[src/rtl/sim_ctrl_pkg.sv]
// Shared types and constants for the simulation control sequencer.
// Holds the FSM state enum, the fatal code enum and the watchdog codes.
package sim_ctrl_pkg;

    typedef enum logic [2:0] {
        ST_INIT  = 3'd0,
        ST_RUN   = 3'd1,
        ST_DRAIN = 3'd2,
        ST_DONE  = 3'd3,
        ST_FAIL  = 3'd4
    } state_t;

    typedef enum logic [1:0] {
        FC_NONE         = 2'd0,
        FC_WATCHDOG     = 2'd1,
        FC_IDLE_TIMEOUT = 2'd2,
        FC_GLOBAL       = 2'd3
    } fatal_code_t;

    localparam logic [7:0] WD_CONTINUE = 8'h00;
    localparam logic [7:0] WD_QUIT     = 8'hFF;

endpackage

[src/rtl/sim_ctrl_dump_window.sv]
// Wave-dump window tracker; only compiled when SIM_CTRL_TRACE_EN is defined.
// Ports: clock, reset (sync, active-high), active (RUN/DRAIN), stop
// (entering DONE/FAIL), cnt, dump_start, dump_end -> dump_en.
`ifdef SIM_CTRL_TRACE_EN
module sim_ctrl_dump_window #(
    parameter int CYCLE_W = 64
) (
    input  logic               clock,
    input  logic               reset,
    input  logic               active,
    input  logic               stop,
    input  logic [CYCLE_W-1:0] cnt,
    input  logic [CYCLE_W-1:0] dump_start,
    input  logic [CYCLE_W-1:0] dump_end,
    output logic               dump_en
);

    // The window opens at most once per run.
    logic started;

    always_ff @(posedge clock) begin
        if (reset) begin
            dump_en <= 1'b0;
            started <= 1'b0;
        end else if (active) begin
            if (stop || (dump_end != '0 && cnt == dump_end)) begin
                dump_en <= 1'b0;
            end else if (!started &&
                         (dump_start == '0 || cnt == dump_start)) begin
                dump_en <= 1'b1;
                started <= 1'b1;
            end
        end
    end

endmodule
`endif

[src/rtl/sim_ctrl_sequencer.sv]
// Simulation control sequencer: INIT -> RUN -> (DRAIN) -> DONE / FAIL.
// Inputs: clock, reset (sync, active-high), global_timeout,
// timeout_after_quit, dump_start, dump_end, wd_status, idle.
// Outputs: init_flag, wd_req, finish, fatal, fatal_code, done, failed,
// dump_en, cycle, quit_cycle. Macro SIM_CTRL_TRACE_EN enables dump_en.
module sim_ctrl_sequencer
    import sim_ctrl_pkg::*;
#(
    parameter int CYCLE_W     = 64,
    parameter int INIT_CYCLES = 1
) (
    input  logic               clock,
    input  logic               reset,
    input  logic [CYCLE_W-1:0] global_timeout,
    input  logic [CYCLE_W-1:0] timeout_after_quit,
    input  logic [CYCLE_W-1:0] dump_start,
    input  logic [CYCLE_W-1:0] dump_end,
    input  logic [7:0]         wd_status,
    input  logic               idle,
    output logic               init_flag,
    output logic               wd_req,
    output logic               finish,
    output logic               fatal,
    output logic [1:0]         fatal_code,
    output logic               done,
    output logic               failed,
    output logic               dump_en,
    output logic [CYCLE_W-1:0] cycle,
    output logic [CYCLE_W-1:0] quit_cycle
);

    localparam logic [7:0]         INIT_LAST = 8'(INIT_CYCLES - 1);
    localparam logic [CYCLE_W-1:0] ONE       = 1;

    state_t              state, state_n;
    fatal_code_t         code_q, code_n;
    logic [7:0]          init_cnt, init_cnt_n;
    logic [CYCLE_W-1:0]  cycle_n, quit_n;
    logic [CYCLE_W-1:0]  cnt, drain_limit;
    logic                finish_n, fatal_n, done_n, failed_n;
    logic                global_hit, wd_bad, active;

    assign cnt         = cycle + ONE;
    // Wraps at CYCLE_W bits by construction.
    assign drain_limit = quit_cycle + timeout_after_quit;
    assign global_hit  = (global_timeout != '0) && (cnt == global_timeout);
    assign wd_bad      = (wd_status != WD_CONTINUE) && (wd_status != WD_QUIT);
    assign active      = (state == ST_RUN) || (state == ST_DRAIN);

    assign init_flag  = (state == ST_INIT);
    assign wd_req     = (state == ST_RUN);
    assign fatal_code = code_q;

    always_ff @(posedge clock) begin
        if (reset) begin
            state      <= ST_INIT;
            init_cnt   <= '0;
            cycle      <= '0;
            quit_cycle <= '0;
            code_q     <= FC_NONE;
            finish     <= 1'b0;
            fatal      <= 1'b0;
            done       <= 1'b0;
            failed     <= 1'b0;
        end else begin
            state      <= state_n;
            init_cnt   <= init_cnt_n;
            cycle      <= cycle_n;
            quit_cycle <= quit_n;
            code_q     <= code_n;
            finish     <= finish_n;
            fatal      <= fatal_n;
            done       <= done_n;
            failed     <= failed_n;
        end
    end

    always_comb begin
        state_n    = state;
        init_cnt_n = init_cnt;
        cycle_n    = cycle;
        quit_n     = quit_cycle;
        code_n     = code_q;
        finish_n   = 1'b0;
        fatal_n    = 1'b0;
        done_n     = done;
        failed_n   = failed;
        unique case (state)
            ST_INIT: begin
                if (init_cnt == INIT_LAST) begin
                    state_n = ST_RUN;
                end else begin
                    init_cnt_n = init_cnt + 8'd1;
                end
            end
            ST_RUN: begin
                cycle_n = cnt;
                if (wd_status == WD_QUIT && idle) begin
                    quit_n   = cnt;
                    state_n  = ST_DONE;
                    finish_n = 1'b1;
                    done_n   = 1'b1;
                end else if (wd_bad) begin
                    state_n  = ST_FAIL;
                    code_n   = FC_WATCHDOG;
                    fatal_n  = 1'b1;
                    failed_n = 1'b1;
                end else if (global_hit) begin
                    state_n  = ST_FAIL;
                    code_n   = FC_GLOBAL;
                    fatal_n  = 1'b1;
                    failed_n = 1'b1;
                end else if (wd_status == WD_QUIT) begin
                    quit_n  = cnt;
                    state_n = ST_DRAIN;
                end
            end
            ST_DRAIN: begin
                cycle_n = cnt;
                if (idle) begin
                    state_n  = ST_DONE;
                    finish_n = 1'b1;
                    done_n   = 1'b1;
                end else if (cnt > drain_limit) begin
                    state_n  = ST_FAIL;
                    code_n   = FC_IDLE_TIMEOUT;
                    fatal_n  = 1'b1;
                    failed_n = 1'b1;
                end else if (global_hit) begin
                    state_n  = ST_FAIL;
                    code_n   = FC_GLOBAL;
                    fatal_n  = 1'b1;
                    failed_n = 1'b1;
                end
            end
            default: begin
            end
        endcase
    end

`ifdef SIM_CTRL_TRACE_EN
    logic stop;
    assign stop = active && (state_n == ST_DONE || state_n == ST_FAIL);

    sim_ctrl_dump_window #(
        .CYCLE_W (CYCLE_W)
    ) u_dump (
        .clock      (clock),
        .reset      (reset),
        .active     (active),
        .stop       (stop),
        .cnt        (cnt),
        .dump_start (dump_start),
        .dump_end   (dump_end),
        .dump_en    (dump_en)
    );
`else
    // Window inputs are deliberately left unconnected to any logic.
    logic dump_unused;
    assign dump_unused = ^{dump_start, dump_end, active};
    assign dump_en     = 1'b0;
`endif

endmodule

[config.mk]
export PLATFORM = sky130hd
export DESIGN_NAME = sim_ctrl_sequencer
export DESIGN_NICKNAME = d
export VERILOG_FILES = /design/src/rtl/sim_ctrl_pkg.sv /design/src/rtl/sim_ctrl_dump_window.sv /design/src/rtl/sim_ctrl_sequencer.sv
export SDC_FILE = /design/constraint.sdc
export NUM_CORES = 1
export LEC_CHECK = 0
export BUFFER_PORTS_ARGS = -buffer_cell sky130_fd_sc_hd__buf_4
export CORE_MARGIN = 5
export CORE_UTILIZATION = 40
export CTS_CLUSTER_DIAMETER = 80
export CTS_CLUSTER_SIZE = 10
export DETAILED_ROUTE_END_ITERATION = 12
export SETUP_SLACK_MARGIN = 0.5
export SLEW_MARGIN = 20
export SYNTH_ARGS = -nofsm -noshare
export SYNTH_HDL_FRONTEND = slang
export SYNTH_SLANG_ARGS = --single-unit
[constraint.sdc]
create_clock -name clock -period 7.69 [get_ports clock]
set_input_delay 1.538 -clock clock [delete_from_list [all_inputs] [get_ports clock]]
set_output_delay 1.538 -clock clock [all_outputs]
set_load 0.03 [all_outputs]
; ---- Yosys cells after proc, flatten, opt, wreduce, memory -nomap -nowiden
; Cells that the tools add are included.
[totals]
register_bits = 145
input_bits = 267
output_inout_bits = 137
word_cells = 81
[classes]
add_sub_neg = 3
n_lt_le_gt_ge = 1
eq_ne = 14
mux = 37
bitwise = 1
n_reduce_logical = 16
[op_table]
columns = cell, count
row1 = 2-to-1 mux 64 bit, 4
row2 = "adder 64 x 1 -> 64 bit, second input constant", 1
row3 = adder 64 bit, 1
row4 = equality test 64 bit, 1
row5 = greater-than comparator 64 bit, 1
row6 = nonzero test 64 bit, 1
row7 = 2-to-1 mux 3 bit, 8
row8 = 2-to-1 mux 1 bit, 14
row9 = 2-to-1 mux 2 bit, 5
row10 = case mux 3 bit (3 select lines), 1
row11 = "adder 8 x 1 -> 8 bit, second input constant", 1
row12 = "equality test 8 bit, second input constant", 1
row13 = zero test 8 bit, 1
row14 = "inequality test 2 x 1 -> 1 bit, second input constant", 4
row15 = "inequality test 8 bit, second input constant", 1
row16 = case mux 1 bit (2 select lines), 4
row17 = AND reduction 4 bit, 2
row18 = nonzero test 8 bit, 1
row19 = "inequality test 2 bit, second input constant", 3
row20 = AND reduction 3 bit, 2
row21 = "inequality test 5 x 1 -> 1 bit, second input constant", 1
row22 = "inequality test 4 x 3 -> 1 bit, second input constant", 1
row23 = case mux 2 bit (2 select lines), 1
row24 = nonzero test 2 bit, 2
row25 = other kinds (8), 10

; ---- Logic depth before layout (Yosys ltp)
; Gate-level depths: netlist of run 1.
[logic_depth]
depth_word = 7
ltp_mapped = 25
ltp_nobuf = 25

; ---- Worst setup path after synthesis of run 1
; Ideal clock, no wire load.
[synth_path]
path_kind = input -> register
start = input timeout_after_quit[0]
end = register state[0]
setup_time_ps = 72
arrival_time_ps = 6000
t_required_ps = 7618
path_slack_ps = 1618
cell_stages = 22
path_buffers = 0
path_cell_list = ha_1 inv_1 fa_1 nor2b_1 o31a_1 o311ai_0 o211ai_1 a2111oi_0 o31ai_1 a221oi_1 o211ai_1 a21oi_1 xor2_1 ha_1 a21oi_1 nor2b_1 o31ai_1 o2111ai_1 o22ai_1 a22oi_1 o21ai_0 mux2i_1
[synth_between]
elab_chain_cells = 5
word_cells_on_any_way = 7
cone_classes = add/sub: 1 / order compare: 1 / eq/ne: 1 / mux: 3 / reduce/logical: 1
[synth_rtl]
columns = item, line
row1 = from (decl), sim_ctrl_sequencer.sv:15  ; input logic [CYCLE_W-1:0] timeout_after_quit,
row2 = adder 64 bit (*), sim_ctrl_sequencer.sv:45  ; assign drain_limit = quit_cycle + timeout_after_quit;
row3 = greater-than comparator 64 bit (*), sim_ctrl_sequencer.sv:124  ; end else if (cnt > drain_limit) begin
row4 = 2-to-1 mux 3 bit, sim_ctrl_sequencer.sv:124
row5 = 2-to-1 mux 3 bit, sim_ctrl_sequencer.sv:120  ; if (idle) begin
row6 = case mux 3 bit (3 select lines), sim_ctrl_sequencer.sv:88  ; unique case (state)
row7 = to (signal assigned), sim_ctrl_sequencer.sv:66  ; state <= state_n;
row8 = to (decl), sim_ctrl_sequencer.sv:35  ; state_t state, state_n;
; Mark *: on every way between the ends. The rest lies on a longest branch, timed or not.
; A chain may end at the register's enable or synchronous reset.

; ---- Worst setup path after layout of run 1
[layout_path]
start = input timeout_after_quit[0]
end = register state[1]
; Same word-level chain as after synthesis.

==> impl_metrics.csv, run 1 <==
group,metric,value,unit
sta,skew,0.0160,ns
clock_network,clkTransAtPathRegs,0.06,ns
global_route,grt_usage,0.270,
clock_network,cts_root_buf,"clkbuf_16",
worst_setup_path,cp-end-kind,"register",
die,fp.dieW,201,um
synth,avgSynthCellArea,7.81,um2
power,p_leak,7.96,nW
die,rows,70,
placement,dp_hpwl,45.4,mm
worst_setup_path,r2r_end,"quit_cycle[15]",
cells_and_area,syn_to_final_growth,21.8,%
die,fp.dieArea,0.0404,mm2
worst_setup_path,slowest_stage,"a2111oi_1",
die,core,0.0363,mm2
synth,synth_edf_count,0,
global_route,grt_pass1_vias,14600,
route,post-route-drc-count,0,
route,wirelength,56.6,mm
route,vias,15000,
route,via_per_inst,5.78,
worst_setup_path,arrival,7.24,ns
power,power_density,120,mW/mm2
worst_setup_path,r2r_cells,13,
placement,numPortBuffers,274,
global_route,antenna_found_initial,3,
synth,ys_warn_count,0,
sta,maxSlewViolCount,0,
worst_setup_path,critPathKind,"input pin to register",
clock_network,htree_levels,4,
global_route,grt_most_used_layer,"met2",
synth,synth_seq_cells,145,
worst_hold_path,hold_path_class,"register to register",
clock_network,clkSinkCount,145,
worst_setup_path,crit_fanout,4,
route,drt_iter0_drc,1051,
sta,period_needed,6.88,ns
cells_and_area,layout-drive-gt1-share,0.183,
power,internal_power,1.44,mW
worst_hold_path,hold_path_depth,2,
route,drt_pass1_iterations,5,
sta,slew_headroom,0.175,
power,p_seq_frac,0.369,
cells_and_area,nFillCells,3675,
sta,hold-worst-slack,0.493,ns
power,swShare,0.329,
synth,synth_compound_area_frac,0.171,
route,antenna_left,0,
worst_setup_path,reg2reg_from,"cycle[0]",
route,wire_per_inst,21.9,um
power,combPwrFrac,0.246,
die,initial_utilization,0.402,
sta,worst_pin_slew,1.23,ns
worst_setup_path,cpPeakStageDelay,0.38,ns
clock_network,cts_tree,"yes",
worst_setup_path,reg2reg_slack,1.43,ns
global_route,grt_max_degree,212,
worst_setup_path,cpMostUsedCell,"buf_4",
worst_hold_path,hold_end,"failed",
sta,rsz0062_at_grt,"true",
synth,synthArstFlopShare,0,
power,clkPwrFrac,0.385,
cells_and_area,multiInputGateArea,0.0111,mm2
worst_setup_path,cp.required,8.05,ns
clock_network,clk_latency,0.46,ns
synth,seq_area_frac_synth,0.199,
sta,finalHoldViolations,0,
power,p_switching,0.706,mW
outcome,status,"finished, final reports clean",
synth,yosysUniqueCellTypes,80,
worst_hold_path,min_from,"failed",
sta,fin_crit_sh,0.895,
synth,netlist_area,0.0146,mm2
sta,setup_tns,0,ns
global_route,grt_pass1_wl,86.3,mm
global_route,grtUsageMet2,0.433,
global_route,grt_util_met3,0.0425,
synth,synth_fa_ha_area_frac,0.113,
cells_and_area,final_cell_mix,"buf_4 (321), nor2_1 (150), dfxtp_1 (145)",
sta,finalSetupViolCount,0,
power,ir_worst_vdd,0.163,mV
synth,postSynthCellCount,1869,
synth,synth_flop_cell,"dfxtp_1",
cells_and_area,nNetsFinal,2507,
clock_network,clock_path_buffers,2,
synth,synth_xor_area_frac,0.138,
die,die_y,201,um
synth,syn_nets,2267,
cells_and_area,seq_area,0.00290,mm2
worst_setup_path,startpoint_type,"input pin",
clock_network,cts_buffers,17,
global_route,gr-usage-met1,0.380,
synth,synth_top_family_by_area,"simple AND/OR/NAND/NOR gates",
power,power,2.14,mW
synth,synth_mux_area_frac,0.0510,
sta,max_freq,145,MHz
placement,place_congestion,0.970,
clock_network,hold_buffers,0,
synth,yosys.area_share.simple,0.282,
die,io_pins,404,
global_route,grt_overflow,0,
cells_and_area,final_common_cell,"buf_4",
run,maxCapViolations,0,
-- metrics by stage --
| stage | util | setup WS, ns | area, um2 | std cells |
|---|---|---|---|---|
| floorplan | - | 1.62 | 14600 | 1869 |
| global placement | 0.473 | 0.113 | 17200 | 2558 |
| detailed placement | 0.473 | 0.104 | 17200 | 2558 |
| CTS | 0.488 | 0.559 | 17700 | 2589 |
| global route | 0.489 | 0.426 | 17800 | 2592 |
| finish | 0.489 | 0.809 | 17800 | 2592 |
-- state kept, by name (all words and copies together) (netlist names) --
signal,flops
init_cnt,8
fatal,1
state,3
failed,1
cycle,64
fatal_code,2
finish,1
done,1
quit_cycle,64
-- cell usage after synthesis (34+ instances only) --
cell type  number  area share
xor2_1         89       0.053
nand4_1        63       0.027
o21ai_0        84       0.029
xnor2_1       128       0.077
nor2_1        150       0.039
nand2b_1      133       0.057
inv_1          47       0.012
clkbuf_1       72       0.019
a21o_1         53       0.027
dfxtp_1       145        0.20
a21oi_1       124       0.043
nand2_1       108       0.028
nor4_1         43       0.018
ha_1          130        0.11
nand3_1        64       0.022
mux2i_1        59       0.040
nor3_1         46       0.016
or3_1          34       0.015
-- worst max-delay path, delay by kind of cell --
family / cells / cell delay [ns]
simple gates: 4 / 0.53
fa+ha+maj: 3 / 0.70
xor+xnor: 1 / 0.15
buf+inv: 10 / 1.56
compound gates: 14 / 2.72
-- layout make-up --
class,count,share of cell area
Inverter,47,0.00992
Timing Repair Buffer,323,0.138
Clock buffer,25,0.0279
Sequential cell,145,0.163
Multi-Input combinational cell,1575,0.625
Tap cell,468,0.0329
Antenna cell,3,0.000422
Clock inverter,6,0.00310
-- what timing repair did --
item | in CTS | in global routing
setup buffers | 0 | 0
endpoints found under the hold margin | 0 | 0
resized for setup | 0 | 9
setup endpoints to repair | 0 | 6
-- per-layer routing --
layer / share of wire / wire length [um] / vias up
met4: 0.022 / 1250 / 0
li1: - / - / 7241
met1: 0.46 / 26200 / 7162
met3: 0.064 / 3630 / 59
met5: 0 / 0 / -
met2: 0.45 / 25600 / 515
-- power groups by stage --
stage,registers (mW),clock network (mW),logic [mW]
3_3_place_gp,0.807,0,0.512
5_1_grt,0.794,0.876,0.568
3_5_place_dp,0.807,0,0.519
4_1_cts,0.791,0.845,0.522
6_report,0.791,0.825,0.526
2_1_floorplan,0.823,0,0.279
-- cell families after synthesis --
family,Yosys count
buf+inv,149
simple gates,760
xor+xnor,222
flops,145
other cells,1
fa+ha+maj,131
mux,71
compound gates,390
-- how the worst max path moves through the flow --
| stage | end | slack [ns] | from |
|---|---|---|---|
| after detailed placement | state[0] | 0.10 | timeout_after_quit[2] |
| after global routing | state[1] | 0.43 | timeout_after_quit[0] |
| after floorplan | state[0] | 1.62 | timeout_after_quit[0] |
| after global placement | state[0] | 0.11 | timeout_after_quit[0] |
| after CTS | state[0] | 0.56 | timeout_after_quit[2] |
| final | state[1] | 0.81 | timeout_after_quit[0] |
No activity file was read; power rests on OpenSTA's default activity.
==> run 2: changes to the inputs <==
==> constraint.sdc (replaced) <==
create_clock -name clock -period 7.3 [get_ports clock]
set_input_delay 1.46 -clock clock [delete_from_list [all_inputs] [get_ports clock]]
set_output_delay 1.46 -clock clock [all_outputs]
set_load 0.03 [all_outputs]
==> impl_metrics.csv, run 2 (synthesis gave the netlist of run 1 again) <==
group,metric,value,unit
global_route,grt_pass1_wl,86.3,mm
sta,fin_ws,0.842,ns
placement,dp_hpwl,45.9,mm
cells_and_area,syn_to_final_growth,24.0,%
die,core,0.0363,mm2
cells_and_area,multiInputGateArea,0.0111,mm2
die,rows,70,
worst_setup_path,cpMostUsedCell,"buf_4",
power,p_leak,8.13,nW
route,antenna_left,0,
global_route,antenna_found_initial,4,
power,ir_worst_vdd,0.218,mV
die,die_y,201,um
clock_network,clkSinkCount,145,
run,maxCapViolations,0,
cells_and_area,final_cell_mix,"buf_4 (340), nor2_1 (150), dfxtp_1 (145)",
clock_network,clkTransAtPathRegs,0.07,ns
placement,placed_area,0.0173,mm2
worst_setup_path,critPathKind,"input pin to register",
sta,setup_tns,0,ns
sta,worst_pin_slew,1.01,ns
worst_setup_path,slowest_stage,"a2111oi_4",
global_route,grt_usage,0.271,
sta,period_needed,6.46,ns
route,drt_pass1_iterations,5,
sta,finalSetupViolCount,0,
cells_and_area,final_common_cell,"buf_4",
route,wirelength,57.2,mm
global_route,grt_overflow,0,
route,via_per_inst,5.81,
route,routedLengthMet1,25.8,mm
cells_and_area,nFillCells,3661,
die,fp.dieArea,0.0404,mm2
die,initial_utilization,0.402,
sta,hold-worst-slack,0.488,ns
clock_network,hold_buffers,0,
clock_network,clock_path_buffers,2,
route,highest_layer,"met4",
clock_network,cts_tree,"yes",
worst_setup_path,cp-end-kind,"register",
clock_network,htree_levels,4,
worst_setup_path,cp.required,7.66,ns
route,met2_length,25.7,mm
clock_network,cts_setup_buffers,0,
sta,fin_crit_sh,0.885,
placement,place_congestion,0.949,
sta,finalHoldViolations,0,
route,wire_per_inst,21.9,um
worst_setup_path,crit_fanout,4,
worst_setup_path,arrival,6.82,ns
worst_hold_path,hold_path_class,"register to register",
worst_setup_path,startpoint_type,"input pin",
clock_network,cts_buffers,17,
cells_and_area,seq_area,0.00290,mm2
sta,rsz0062_at_grt,"false",
die,io_pins,404,
global_route,grt_max_degree,80,
route,vias,15200,
cells_and_area,largestRegisters,"cycle (64), quit_cycle (64), init_cnt (8)",
route,drt_iter0_drc,1140,
clock_network,clk_latency,0.45,ns
placement,post-place-ws,-0.0137,ns
sta,maxSlewViolCount,0,
worst_setup_path,cpPeakStageDelay,0.34,ns
cells_and_area,fin_util,0.498,
die,fp.dieW,201,um
outcome,status,"finished, final reports clean",
cells_and_area,layout-drive-gt1-share,0.193,
power,power_density,137,mW/mm2
route,post-route-drc-count,0,
sta,slew_headroom,0.322,
global_route,grt_pass1_vias,14800,
sta,max_freq,155,MHz
worst_setup_path,cp_num_buf_inv,8,
cells_and_area,fin_area,0.0181,mm2
route,met3_length,4.12,mm
worst_setup_path,cp_top_family,"compound AO/OA/AOI/OAI gates",
cells_and_area,nNetsFinal,2525,
sta,skew,0.0146,ns
placement,numPortBuffers,274,
clock_network,cts_root_buf,"clkbuf_16",
## run 2: metal layers
layer	up-vias	track usage
li1	7294	-
met1	7228	0.375
met2	573	0.430
met3	84	0.0446
met4	0	0.0892
met5	-	0
## run 2: worst min-delay path: cells and delay by family, from the launching register on
| kind | cells | cell delay [ns] |
|---|---|---|
| simple gates | 2 | 0.12 |
| flops | 1 | 0.33 |
## run 2: report_power, final
part	switching, mW	internal, mW
clock network	0.375	0.722
registers	0.0242	0.811
logic	0.352	0.205
## run 2: path summary, 6_finish.rpt
check / start / endpoint / slack (ns) / depth (start not counted)
worst max-delay path: timeout_after_quit[0] / state[1] / 0.84 / 30
worst min-delay path: done / done / 0.49 / 2
worst max register to register: cycle[0] / quit_cycle[40] / 1.20 / 14
worst min register to register: done / done / 0.49 / 2
## run 2: layout make-up
type	count	area share
multi-input combinational	1575	0.615
clock inverter	9	0.0123
inverter	47	0.00975
tap	468	0.0324
sequential	145	0.160
clock buffer	23	0.0275
antenna	4	0.000553
timing repair buffer	341	0.142
## run 2: per-stage QoR
stage | power [mW] | instances
2_1_floorplan | 1.16 | 1869
3_3_place_gp | 1.39 | 2576
3_5_place_dp | 1.40 | 2576
4_1_cts | 2.50 | 2608
5_1_grt | 2.59 | 2612
6_report | 2.49 | 2612
## run 2: timing repair
action / CTS / global route
pin swaps: 0 / 5
resized for setup: 1 / 15
endpoints found under the setup margin: 3 / 7
